--- src/rtl/afe_pulser_if.sv ---
// Shared bus width constants for the AFE pulser sequencer.
package afe_pulser_pkg;
    localparam int unsigned WIDTH_W  = 16;
    localparam int unsigned PERIOD_W = 24;
    localparam int unsigned COUNT_W  = 16;
endpackage

--- src/rtl/afe_pulser_seq_if.sv ---
// Request/config and pulser-facing signals of the AFE pulser sequencer.
interface afe_pulser_seq_if;
    import afe_pulser_pkg::*;

    logic                start;
    logic                single;
    logic                stop;
    logic [WIDTH_W-1:0]  cfg_width;
    logic [PERIOD_W-1:0] cfg_period;
    logic [COUNT_W-1:0]  cfg_count;
    logic                io_rst;
    logic                trig;
    logic [WIDTH_W-1:0]  width;
    logic                busy;
    logic                done;
    logic                err;
    logic [COUNT_W-1:0]  pulse_cnt;

    modport master (
        output start, single, stop, cfg_width, cfg_period, cfg_count,
        input  io_rst, trig, width, busy, done, err, pulse_cnt
    );

    modport slave (
        input  start, single, stop, cfg_width, cfg_period, cfg_count,
        output io_rst, trig, width, busy, done, err, pulse_cnt
    );
endinterface

--- src/rtl/afe_pulser_seq.sv ---
// Burst sequencer for the AFE pulser: io_rst hold after reset, then trig bursts
// with latched width/period/count, stop/abort handling and status outputs.
module afe_pulser_seq
    import afe_pulser_pkg::*;
#(
    parameter int unsigned IO_RST_CYCLES = 10,
    parameter int unsigned MIN_PERIOD    = 4
) (
    input  logic             clk,
    input  logic             rst_n,
    afe_pulser_seq_if.slave  bus
);

    localparam int unsigned HOLD_W = (IO_RST_CYCLES > 1) ? $clog2(IO_RST_CYCLES) : 1;
    localparam logic [HOLD_W-1:0]   HOLD_LAST = HOLD_W'(IO_RST_CYCLES - 1);
    localparam logic [PERIOD_W-1:0] MIN_P     = PERIOD_W'(MIN_PERIOD);

    typedef enum logic [2:0] {
        S_IO_HOLD = 3'd0,
        S_IDLE    = 3'd1,
        S_FIRE    = 3'd2,
        S_WAIT    = 3'd3,
        S_DONE    = 3'd4
    } state_t;

    state_t              r_state,     w_state_nxt;
    logic [HOLD_W-1:0]   r_hold,      w_hold_nxt;
    logic [WIDTH_W-1:0]  r_width,     w_width_nxt;
    logic [PERIOD_W-1:0] r_period,    w_period_nxt;
    logic [COUNT_W-1:0]  r_count,     w_count_nxt;
    logic [COUNT_W-1:0]  r_burst,     w_burst_nxt;
    logic [COUNT_W-1:0]  r_pulse_cnt, w_pulse_cnt_nxt;
    logic [PERIOD_W-1:0] r_wait,      w_wait_nxt;
    logic                r_io_rst,    w_io_rst_nxt;
    logic                r_trig,      w_trig_nxt;
    logic                r_busy,      w_busy_nxt;
    logic                r_done,      w_done_nxt;
    logic                r_err,       w_err_nxt;
    logic [COUNT_W-1:0]  w_burst_inc;
    logic [COUNT_W-1:0]  w_pulse_inc;

    // Wrapping burst counter decides completion; the reported count saturates.
    assign w_burst_inc = r_burst + COUNT_W'(1);
    assign w_pulse_inc = (r_pulse_cnt == '1) ? r_pulse_cnt : r_pulse_cnt + COUNT_W'(1);

    always_ff @(posedge clk or negedge rst_n) begin
        if (!rst_n) begin
            r_state     <= S_IO_HOLD;
            r_hold      <= '0;
            r_width     <= '0;
            r_period    <= '0;
            r_count     <= '0;
            r_burst     <= '0;
            r_pulse_cnt <= '0;
            r_wait      <= '0;
            r_io_rst    <= 1'b1;
            r_trig      <= 1'b0;
            r_busy      <= 1'b1;
            r_done      <= 1'b0;
            r_err       <= 1'b0;
        end else begin
            r_state     <= w_state_nxt;
            r_hold      <= w_hold_nxt;
            r_width     <= w_width_nxt;
            r_period    <= w_period_nxt;
            r_count     <= w_count_nxt;
            r_burst     <= w_burst_nxt;
            r_pulse_cnt <= w_pulse_cnt_nxt;
            r_wait      <= w_wait_nxt;
            r_io_rst    <= w_io_rst_nxt;
            r_trig      <= w_trig_nxt;
            r_busy      <= w_busy_nxt;
            r_done      <= w_done_nxt;
            r_err       <= w_err_nxt;
        end
    end

    always_comb begin
        w_state_nxt     = r_state;
        w_hold_nxt      = r_hold;
        w_width_nxt     = r_width;
        w_period_nxt    = r_period;
        w_count_nxt     = r_count;
        w_burst_nxt     = r_burst;
        w_pulse_cnt_nxt = r_pulse_cnt;
        w_wait_nxt      = r_wait;
        w_done_nxt      = 1'b0;
        w_err_nxt       = 1'b0;

        case (r_state)
            S_IO_HOLD: begin
                if (r_hold == HOLD_LAST) w_state_nxt = S_IDLE;
                else                     w_hold_nxt  = r_hold + HOLD_W'(1);
            end
            S_IDLE: begin
                if (!bus.stop && (bus.start || bus.single)) begin
                    if (bus.cfg_width == '0) begin
                        w_err_nxt = 1'b1;
                    end else begin
                        w_width_nxt     = bus.cfg_width;
                        w_period_nxt    = (bus.cfg_period < MIN_P) ? MIN_P : bus.cfg_period;
                        w_count_nxt     = bus.start ? bus.cfg_count : COUNT_W'(1);
                        w_burst_nxt     = '0;
                        w_pulse_cnt_nxt = '0;
                        w_state_nxt     = S_FIRE;
                    end
                end
            end
            S_FIRE: begin
                w_burst_nxt     = w_burst_inc;
                w_pulse_cnt_nxt = w_pulse_inc;
                w_wait_nxt      = '0;
                if (bus.stop || ((r_count != '0) && (w_burst_inc == r_count)))
                    w_state_nxt = S_DONE;
                else
                    w_state_nxt = S_WAIT;
            end
            S_WAIT: begin
                // FIRE plus (period-1) WAIT cycles gives trig-to-trig = period.
                if (bus.stop)                                   w_state_nxt = S_DONE;
                else if (r_wait == r_period - PERIOD_W'(2))     w_state_nxt = S_FIRE;
                else                                            w_wait_nxt  = r_wait + PERIOD_W'(1);
            end
            S_DONE: begin
                w_done_nxt  = 1'b1;
                w_state_nxt = S_IDLE;
            end
            default: w_state_nxt = S_IO_HOLD;
        endcase

        w_io_rst_nxt = (w_state_nxt == S_IO_HOLD);
        w_trig_nxt   = (w_state_nxt == S_FIRE);
        w_busy_nxt   = (w_state_nxt != S_IDLE);
    end

    assign bus.io_rst    = r_io_rst;
    assign bus.trig      = r_trig;
    assign bus.width     = r_width;
    assign bus.busy      = r_busy;
    assign bus.done      = r_done;
    assign bus.err       = r_err;
    assign bus.pulse_cnt = r_pulse_cnt;

endmodule

--- src/flat_wrapper.sv ---
// flat-port wrapper written by rule: the top's interface ports become plain ports
module afe_pulser_seq_flat import afe_pulser_pkg::*;
#(
    parameter int unsigned IO_RST_CYCLES = 10,
    parameter int unsigned MIN_PERIOD    = 4
)
  (clk, rst_n, bus_start, bus_single, bus_stop, bus_cfg_width, bus_cfg_period, bus_cfg_count, bus_io_rst, bus_trig, bus_width, bus_busy, bus_done, bus_err, bus_pulse_cnt);
  afe_pulser_seq_if bus_i ();
  input  logic clk;
  input  logic rst_n;
  input wire logic [$bits(bus_i.start)-1:0] bus_start;
  input wire logic [$bits(bus_i.single)-1:0] bus_single;
  input wire logic [$bits(bus_i.stop)-1:0] bus_stop;
  input wire logic [$bits(bus_i.cfg_width)-1:0] bus_cfg_width;
  input wire logic [$bits(bus_i.cfg_period)-1:0] bus_cfg_period;
  input wire logic [$bits(bus_i.cfg_count)-1:0] bus_cfg_count;
  output wire logic [$bits(bus_i.io_rst)-1:0] bus_io_rst;
  output wire logic [$bits(bus_i.trig)-1:0] bus_trig;
  output wire logic [$bits(bus_i.width)-1:0] bus_width;
  output wire logic [$bits(bus_i.busy)-1:0] bus_busy;
  output wire logic [$bits(bus_i.done)-1:0] bus_done;
  output wire logic [$bits(bus_i.err)-1:0] bus_err;
  output wire logic [$bits(bus_i.pulse_cnt)-1:0] bus_pulse_cnt;
  assign bus_i.start = bus_start;
  assign bus_i.single = bus_single;
  assign bus_i.stop = bus_stop;
  assign bus_i.cfg_width = bus_cfg_width;
  assign bus_i.cfg_period = bus_cfg_period;
  assign bus_i.cfg_count = bus_cfg_count;
  assign bus_io_rst = bus_i.io_rst;
  assign bus_trig = bus_i.trig;
  assign bus_width = bus_i.width;
  assign bus_busy = bus_i.busy;
  assign bus_done = bus_i.done;
  assign bus_err = bus_i.err;
  assign bus_pulse_cnt = bus_i.pulse_cnt;
  afe_pulser_seq #(.IO_RST_CYCLES(IO_RST_CYCLES), .MIN_PERIOD(MIN_PERIOD)) u_core (.clk(clk), .rst_n(rst_n), .bus(bus_i));
endmodule
--- config.mk ---
export PLATFORM = sky130hd
export DESIGN_NAME = afe_pulser_seq_flat
export DESIGN_NICKNAME = d
export VERILOG_FILES = /design/src/rtl/afe_pulser_if.sv /design/src/rtl/afe_pulser_seq_if.sv /design/src/rtl/afe_pulser_seq.sv /design/src/flat_wrapper.sv
export SDC_FILE = /design/constraint.sdc
export NUM_CORES = 1
export LEC_CHECK = 0
export CORE_MARGIN = 2
export CORE_UTILIZATION = 56
export CTS_BUF_LIST = sky130_fd_sc_hd__clkbuf_16
export DETAILED_ROUTE_END_ITERATION = 10
export PLACE_DENSITY = 0.77
export SLEW_MARGIN = 40
export SYNTH_ARGS = -nofsm -noshare
export SYNTH_HDL_FRONTEND = slang
export SYNTH_SLANG_ARGS = --single-unit
--- constraint.sdc ---
create_clock -name clk -period 3.5 [get_ports clk]
set_input_delay 0.875 -clock clk [delete_from_list [all_inputs] [get_ports clk]]
set_output_delay 0.875 -clock clk [all_outputs]
set_load 0.05 [all_outputs]
# Yosys cells after proc, flatten, opt, wreduce, memory -nomap -nowiden
# Index checks and enable logic that the tools add are counted.
dict set report totals {
  ff_bits 124
  wordCells 73
  ram_bits 0
  n_memories 0
  latchBits 0
  out_inout_bits 37
  input_bits 61
  mem_bits_ro 0
}
dict set report op_classes {
  n_addsub 5
  reduce_logical 16
  bitwise_logic 2
  div 0
  shifts 0
  muxes 21
  n_mul 0
  magnitude_cmp 1
  eq_ne 15
}
# op n
set ops {}
lappend ops {{2-to-1 mux 24 bit} 3}
lappend ops {{2-to-1 mux 16 bit} 4}
lappend ops {{case mux 16 bit (2 select lines)} 2}
lappend ops {{case mux 24 bit (2 select lines)} 1}
lappend ops {{adder 16 x 1 -> 16 bit (second input constant)} 2}
lappend ops {{adder 24 x 1 -> 24 bit (second input constant)} 1}
lappend ops {{equality test 24 bit} 1}
lappend ops {{less-than comparator 24 x 3 -> 1 bit (second input constant)} 1}
lappend ops {{subtractor 24 x 2 -> 24 bit (second input constant)} 1}
lappend ops {{2-to-1 mux 3 bit} 6}
lappend ops {{equality test 16 bit} 1}
lappend ops {{equality test 16 bit (second input constant)} 1}
lappend ops {{zero test 16 bit} 1}
lappend ops {{nonzero test 16 bit} 1}
lappend ops {{case mux 3 bit (5 select lines)} 1}
lappend ops {{equality test 3 x 2 -> 1 bit (second input constant)} 3}
lappend ops {{AND reduction 3 bit} 3}
lappend ops {{inequality test 2 bit (second input constant)} 4}
lappend ops {{zero test 3 bit} 2}
lappend ops {{adder 4 x 1 -> 4 bit (second input constant)} 1}
lappend ops {{equality test 4 bit (second input constant)} 1}
lappend ops {{2-to-1 mux 1 bit} 4}
lappend ops {{AND reduction 4 bit} 1}
lappend ops {{nonzero test 2 bit} 2}
lappend ops {{9 further kinds} 12}

# Longest topological paths before layout
dict set report logic_depth {
  depth_word 7
  ltp_mapped 11
  mapped_depth_nobuf 10
}

# Least setup slack after synthesis
# OpenSTA, ideal clock, no wires.
dict set report synth_timing {
  path_type {reg2reg}
  from {reg u_core.r_period[1]}
  to {reg u_core.r_wait[6]}
  path_slack_ns 0.658
  path_buffers 1
  path_stages_with_launch 12
  arrival_ns 2.718
  path_cell_list {dfrtp_1 > inv_1 > ha_1 > or4b_1 > nor4_1 > and4_1 > o21ai_1 > nor4_4 > a21oi_2 > buf_6 > and3_1 > a211o_1}
}
dict set report synth_via {
  elab_chain_len 4
}
# item line
set synth_lines {}
lappend synth_lines {{from (decl)} afe_pulser_seq.sv:29} ;# logic [PERIOD_W-1:0] r_period, w_period_nxt;
lappend synth_lines {{from (signal assigned)} afe_pulser_seq.sv:65} ;# r_period <= w_period_nxt;
lappend synth_lines {{subtractor 24 x 2 -> 24 bit} afe_pulser_seq.sv:121} ;# else if (r_wait == r_period - PERIOD_W'(2)) w_state_nxt = S_FIRE;
lappend synth_lines {{equality test 24 bit} afe_pulser_seq.sv:121}
lappend synth_lines {{inequality test 2 bit (no source line)} n/a}
lappend synth_lines {{AND reduction 3 bit (no source line)} n/a}
lappend synth_lines {{to (signal assigned)} afe_pulser_seq.sv:69} ;# r_wait <= w_wait_nxt;
lappend synth_lines {{to (decl)} afe_pulser_seq.sv:33} ;# logic [PERIOD_W-1:0] r_wait, w_wait_nxt;
# Every way passes these cells.
# A chain may end at the register's enable or synchronous reset.

# Worst setup path after layout
dict set report layout_timing {
  from {reg u_core.r_period[1]}
  to {reg u_core.r_wait[19]}
}
# Same word-level chain as after synthesis.

==> impl_metrics.toml <==
[logic_synthesis]
netlist.top_cell.by_area = "sky130_fd_sc_hd__dfrtp_1"
muxShareOfSynthArea_pct = 0.6063
synthAdderAreaFrac_pct = 1.039
postSynth.topFlopCell = "sky130_fd_sc_hd__dfrtp_1"
synth_simple_gate_area_share_pct = 30.87
synth_top_cells_by_count = "194 x sky130_fd_sc_hd__nand2_1, 122 x sky130_fd_sc_hd__dfrtp_1, 63 x sky130_fd_sc_hd__nor2_1"
synth_edf_count = 0
synthesis.nets = 914
synth.most_common_cell = "sky130_fd_sc_hd__nand2_1"
synth_top_family_by_area = "simple AND/OR/NAND/NOR gates"
synth_sequential_area_ratio_pct = 42.99
syn_inst = 847
post_synth_main_area_contributors = "sky130_fd_sc_hd__dfrtp_1 42%, sky130_fd_sc_hd__nand2_1 10%, sky130_fd_sc_hd__xnor2_1 5.0%"
syn_area_mm2 = 0.007223
synth_top_cell_area_share_pct = 42.27
yosys_warnings = 0
synth_compound_gate_area_share_pct = 11.69
synthDistinctLibCells = 66
yosys.area_share.xor_xnor_pct = 9.267
async_flop_share_pct = 100.0
post_synth.cell_area_avg_um2 = 8.528
synth.ff_latch_count = 124

[timing]
timing.final.max_slew_violations = 0
finalSetupTns_ps = 0
final-setup-viol-count = 0
rsz0062_at_grt = "false"
finalHoldWorstSlack_ps = 472.7
fin_crit_ps = 3221
timing.clock.skew_ps = 6.267
maxClockFrequency_ghz = 0.3105
hold_violations = 0
worst_slew_pin_slew_ps = 689.8
slew-limit-headroom_pct = 54.02
post-route-worst-setup-slack_ps = 279.2
min_period_over_period_pct = 92.02

[setup_path]
crit_arrival_ps = 3560
crit_path_start_kind = "flop"
timing.critical_path.required_ps = 3840
criticalPathCategory = "flop to flop"
worstSetupEndpointType = "flop"
timing.critical_path.fanout_max = 11
worst-r2r-setup-slack_ps = 280

[die]
floorplan.die_area_mm2 = 0.01382
floorplan.rows = 41
design.portCount = 98
start_util_pct = 57.24
chipHeight_um = 117.6
fp.coreArea_mm2 = 0.01262
die_extent_in_x_um = 117.6

[clock_network]
cts_buffer_depth = 2
worst_setup_hold_path_clk_slew_ps = 50
clock-sinks = 124
numCtsBuffers = 17
clockRootBuffer = "sky130_fd_sc_hd__clkbuf_16"
post_cts_hold_buffer_count = 0
tritoncts = "done"
htree_num_levels = 4
clkLatencyLatePin_ps = 420

[detailed_routing]
via_count = 6762
drc = 0
postRouteAntennaNets = 0
detailed_route_wl_mm = 19.05
drt_first_pass_iters = 5
viasPerCell = 5.989
wire_per_inst_um = 16.87
detailedRoute.firstIterationViolations = 622

[final_layout]
finish.net_count = 1011
instances_no_fill = 1129
filler_cell_count = 1021
layout-drive-gt1-share_pct = 8.464
n_antenna_cell = 0
area.growth.synth_to_final_pct = 24.96

[power]
vdd_drop_max_v = 0.0006578
total_power_of_the_final_layout_uw = 7137
cellPowerDensity_mw_per_mm2 = 790.7
p_leak_uw = 0.003940

[place]
gp_routability_congestion = 0.9122
portBuffers = 97
preCtsSetupSlack_ps = 50.29
dp_hpwl_mm = 13.70
dpl.cell_count = 1096

[run]
max_cap_violations = 0

[hold_path]
hp-class = "input port to async pin"

[grt]
wire_length_of_the_first_global_routing_pass_mm = 32.23
grt.overflow.total = 0
grt_antenna_before_repair = 0
grt_util_all_layers_pct = 28.59
via_count_of_the_first_global_routing_pass = 6640
largest_net_degree_at_the_start_of_global_routing = 55

[outcome]
run_status = "finished clean"
registers in the layout (all words and copies together), names as in the netlist, 3 cells and up:
signal / flops
u_core.r_period: 24
u_core.r_wait: 24
u_core.bus.pulse_cnt: 16
u_core.bus.width: 16
u_core.r_burst: 16
u_core.r_count: 16
u_core.r_hold: 4
u_core.r_state: 3
cell usage in the layout, fill, tap and decap left out, types with 4 or more instances in the layout:
cell type,n
sky130_fd_sc_hd__nor2_1,63
sky130_fd_sc_hd__a21oi_1,17
sky130_fd_sc_hd__nand2b_1,9
sky130_fd_sc_hd__nor4b_1,5
sky130_fd_sc_hd__and3_1,17
sky130_fd_sc_hd__a31oi_1,11
sky130_fd_sc_hd__nor4_1,22
sky130_fd_sc_hd__xor2_1,31
sky130_fd_sc_hd__nand3_1,48
sky130_fd_sc_hd__o31ai_1,4
sky130_fd_sc_hd__a211oi_1,10
sky130_fd_sc_hd__o211ai_1,5
sky130_fd_sc_hd__a31o_2,7
sky130_fd_sc_hd__nor2b_1,4
sky130_fd_sc_hd__or3_1,6
sky130_fd_sc_hd__a21o_1,4
sky130_fd_sc_hd__and4_1,8
sky130_fd_sc_hd__ha_1,6
sky130_fd_sc_hd__clkbuf_16,17
sky130_fd_sc_hd__nand2_1,194
sky130_fd_sc_hd__inv_1,18
sky130_fd_sc_hd__clkdlybuf4s50_1,96
sky130_fd_sc_hd__o21ai_0,39
sky130_fd_sc_hd__o22ai_1,4
sky130_fd_sc_hd__or4_1,6
sky130_fd_sc_hd__clkinv_2,4
sky130_fd_sc_hd__and2_1,9
sky130_fd_sc_hd__xnor2_1,41
sky130_fd_sc_hd__buf_4,26
sky130_fd_sc_hd__nor3_1,15
sky130_fd_sc_hd__nand4_1,21
sky130_fd_sc_hd__dfrtp_1,122
through the flow:
stage / util [%] / cell area (um2)
finish: 71.52 / 9026
global route: 71.52 / 9026
CTS: 71.38 / 9007
detailed placement: 66.77 / 8426
global placement: 66.77 / 8426
floorplan: - / 7223
routing by layer:
metal,global-route usage (%),routed length (um),up-vias
li1,-,-,3177
met3,7.849,1433,25
met4,8.509,263,0
met1,38.76,8418,3308
met5,0,0,-
met2,45.14,8931,252
path summary, 6_finish.rpt:
path / from / end / cells after the start
worst min-delay path: rst_n / u_core.r_hold[3]$_DFFE_PN0P_ / 1
worst min register to register: u_core.bus.width[8]$_DFFE_PN0P_ / u_core.bus.width[8]$_DFFE_PN0P_ / 2
max in group asynchronous: rst_n / u_core.r_period[16]$_DFFE_PN0P_ / 2
worst max-delay path: u_core.r_period[1]$_DFFE_PN0P_ / u_core.r_wait[19]$_DFFE_PN0P_ / 12
min in group clk: u_core.bus.width[8]$_DFFE_PN0P_ / u_core.bus.width[8]$_DFFE_PN0P_ / 2
worst max register to register: u_core.r_period[1]$_DFFE_PN0P_ / u_core.r_wait[19]$_DFFE_PN0P_ / 12
worst max-delay path, cell delays in order (launching register included):
cell and delay [ps]:
sky130_fd_sc_hd__dfrtp_1 420, sky130_fd_sc_hd__inv_1 100, sky130_fd_sc_hd__ha_1 200, sky130_fd_sc_hd__or4b_1 460, sky130_fd_sc_hd__nor4_1 330, sky130_fd_sc_hd__buf_4 180, sky130_fd_sc_hd__a31oi_1 90, sky130_fd_sc_hd__o21ai_1 250
sky130_fd_sc_hd__nor4_4 80, sky130_fd_sc_hd__buf_4 180, sky130_fd_sc_hd__a21o_1 290, sky130_fd_sc_hd__or4_1 490, sky130_fd_sc_hd__o21ai_1 90
kinds of logic after synthesis:
family | Yosys count
simple gates | 448
compound gates | 129
xor+xnor | 74
buf+inv | 62
mux | 4
flops | 124
fa+ha+maj | 6
layout make-up:
class / instances / area (um2) / share of cell area (%)
Multi-Input combinational cell: 661 / 3884 / 43.03
Sequential cell: 124 / 3105 / 34.41
Timing Repair Buffer: 123 / 1176 / 13.03
Clock buffer: 17 / 425.4 / 4.713
Tap cell: 172 / 215.2 / 2.384
Clock inverter: 15 / 156.4 / 1.733
Inverter: 17 / 63.81 / 0.7070
power by group:
group | internal (uW) | switching, uW
logic | 1200 | 1690
registers | 1890 | 603
clock network | 1100 | 645
timing repair:
action | in CTS | in global routing
resized for setup | 0 | 2
buffers inserted | 0 | 1
endpoints found under the hold margin | 0 | 0
endpoints found under the setup margin | 0 | 9
No activity file was read; power rests on OpenSTA's default activity.
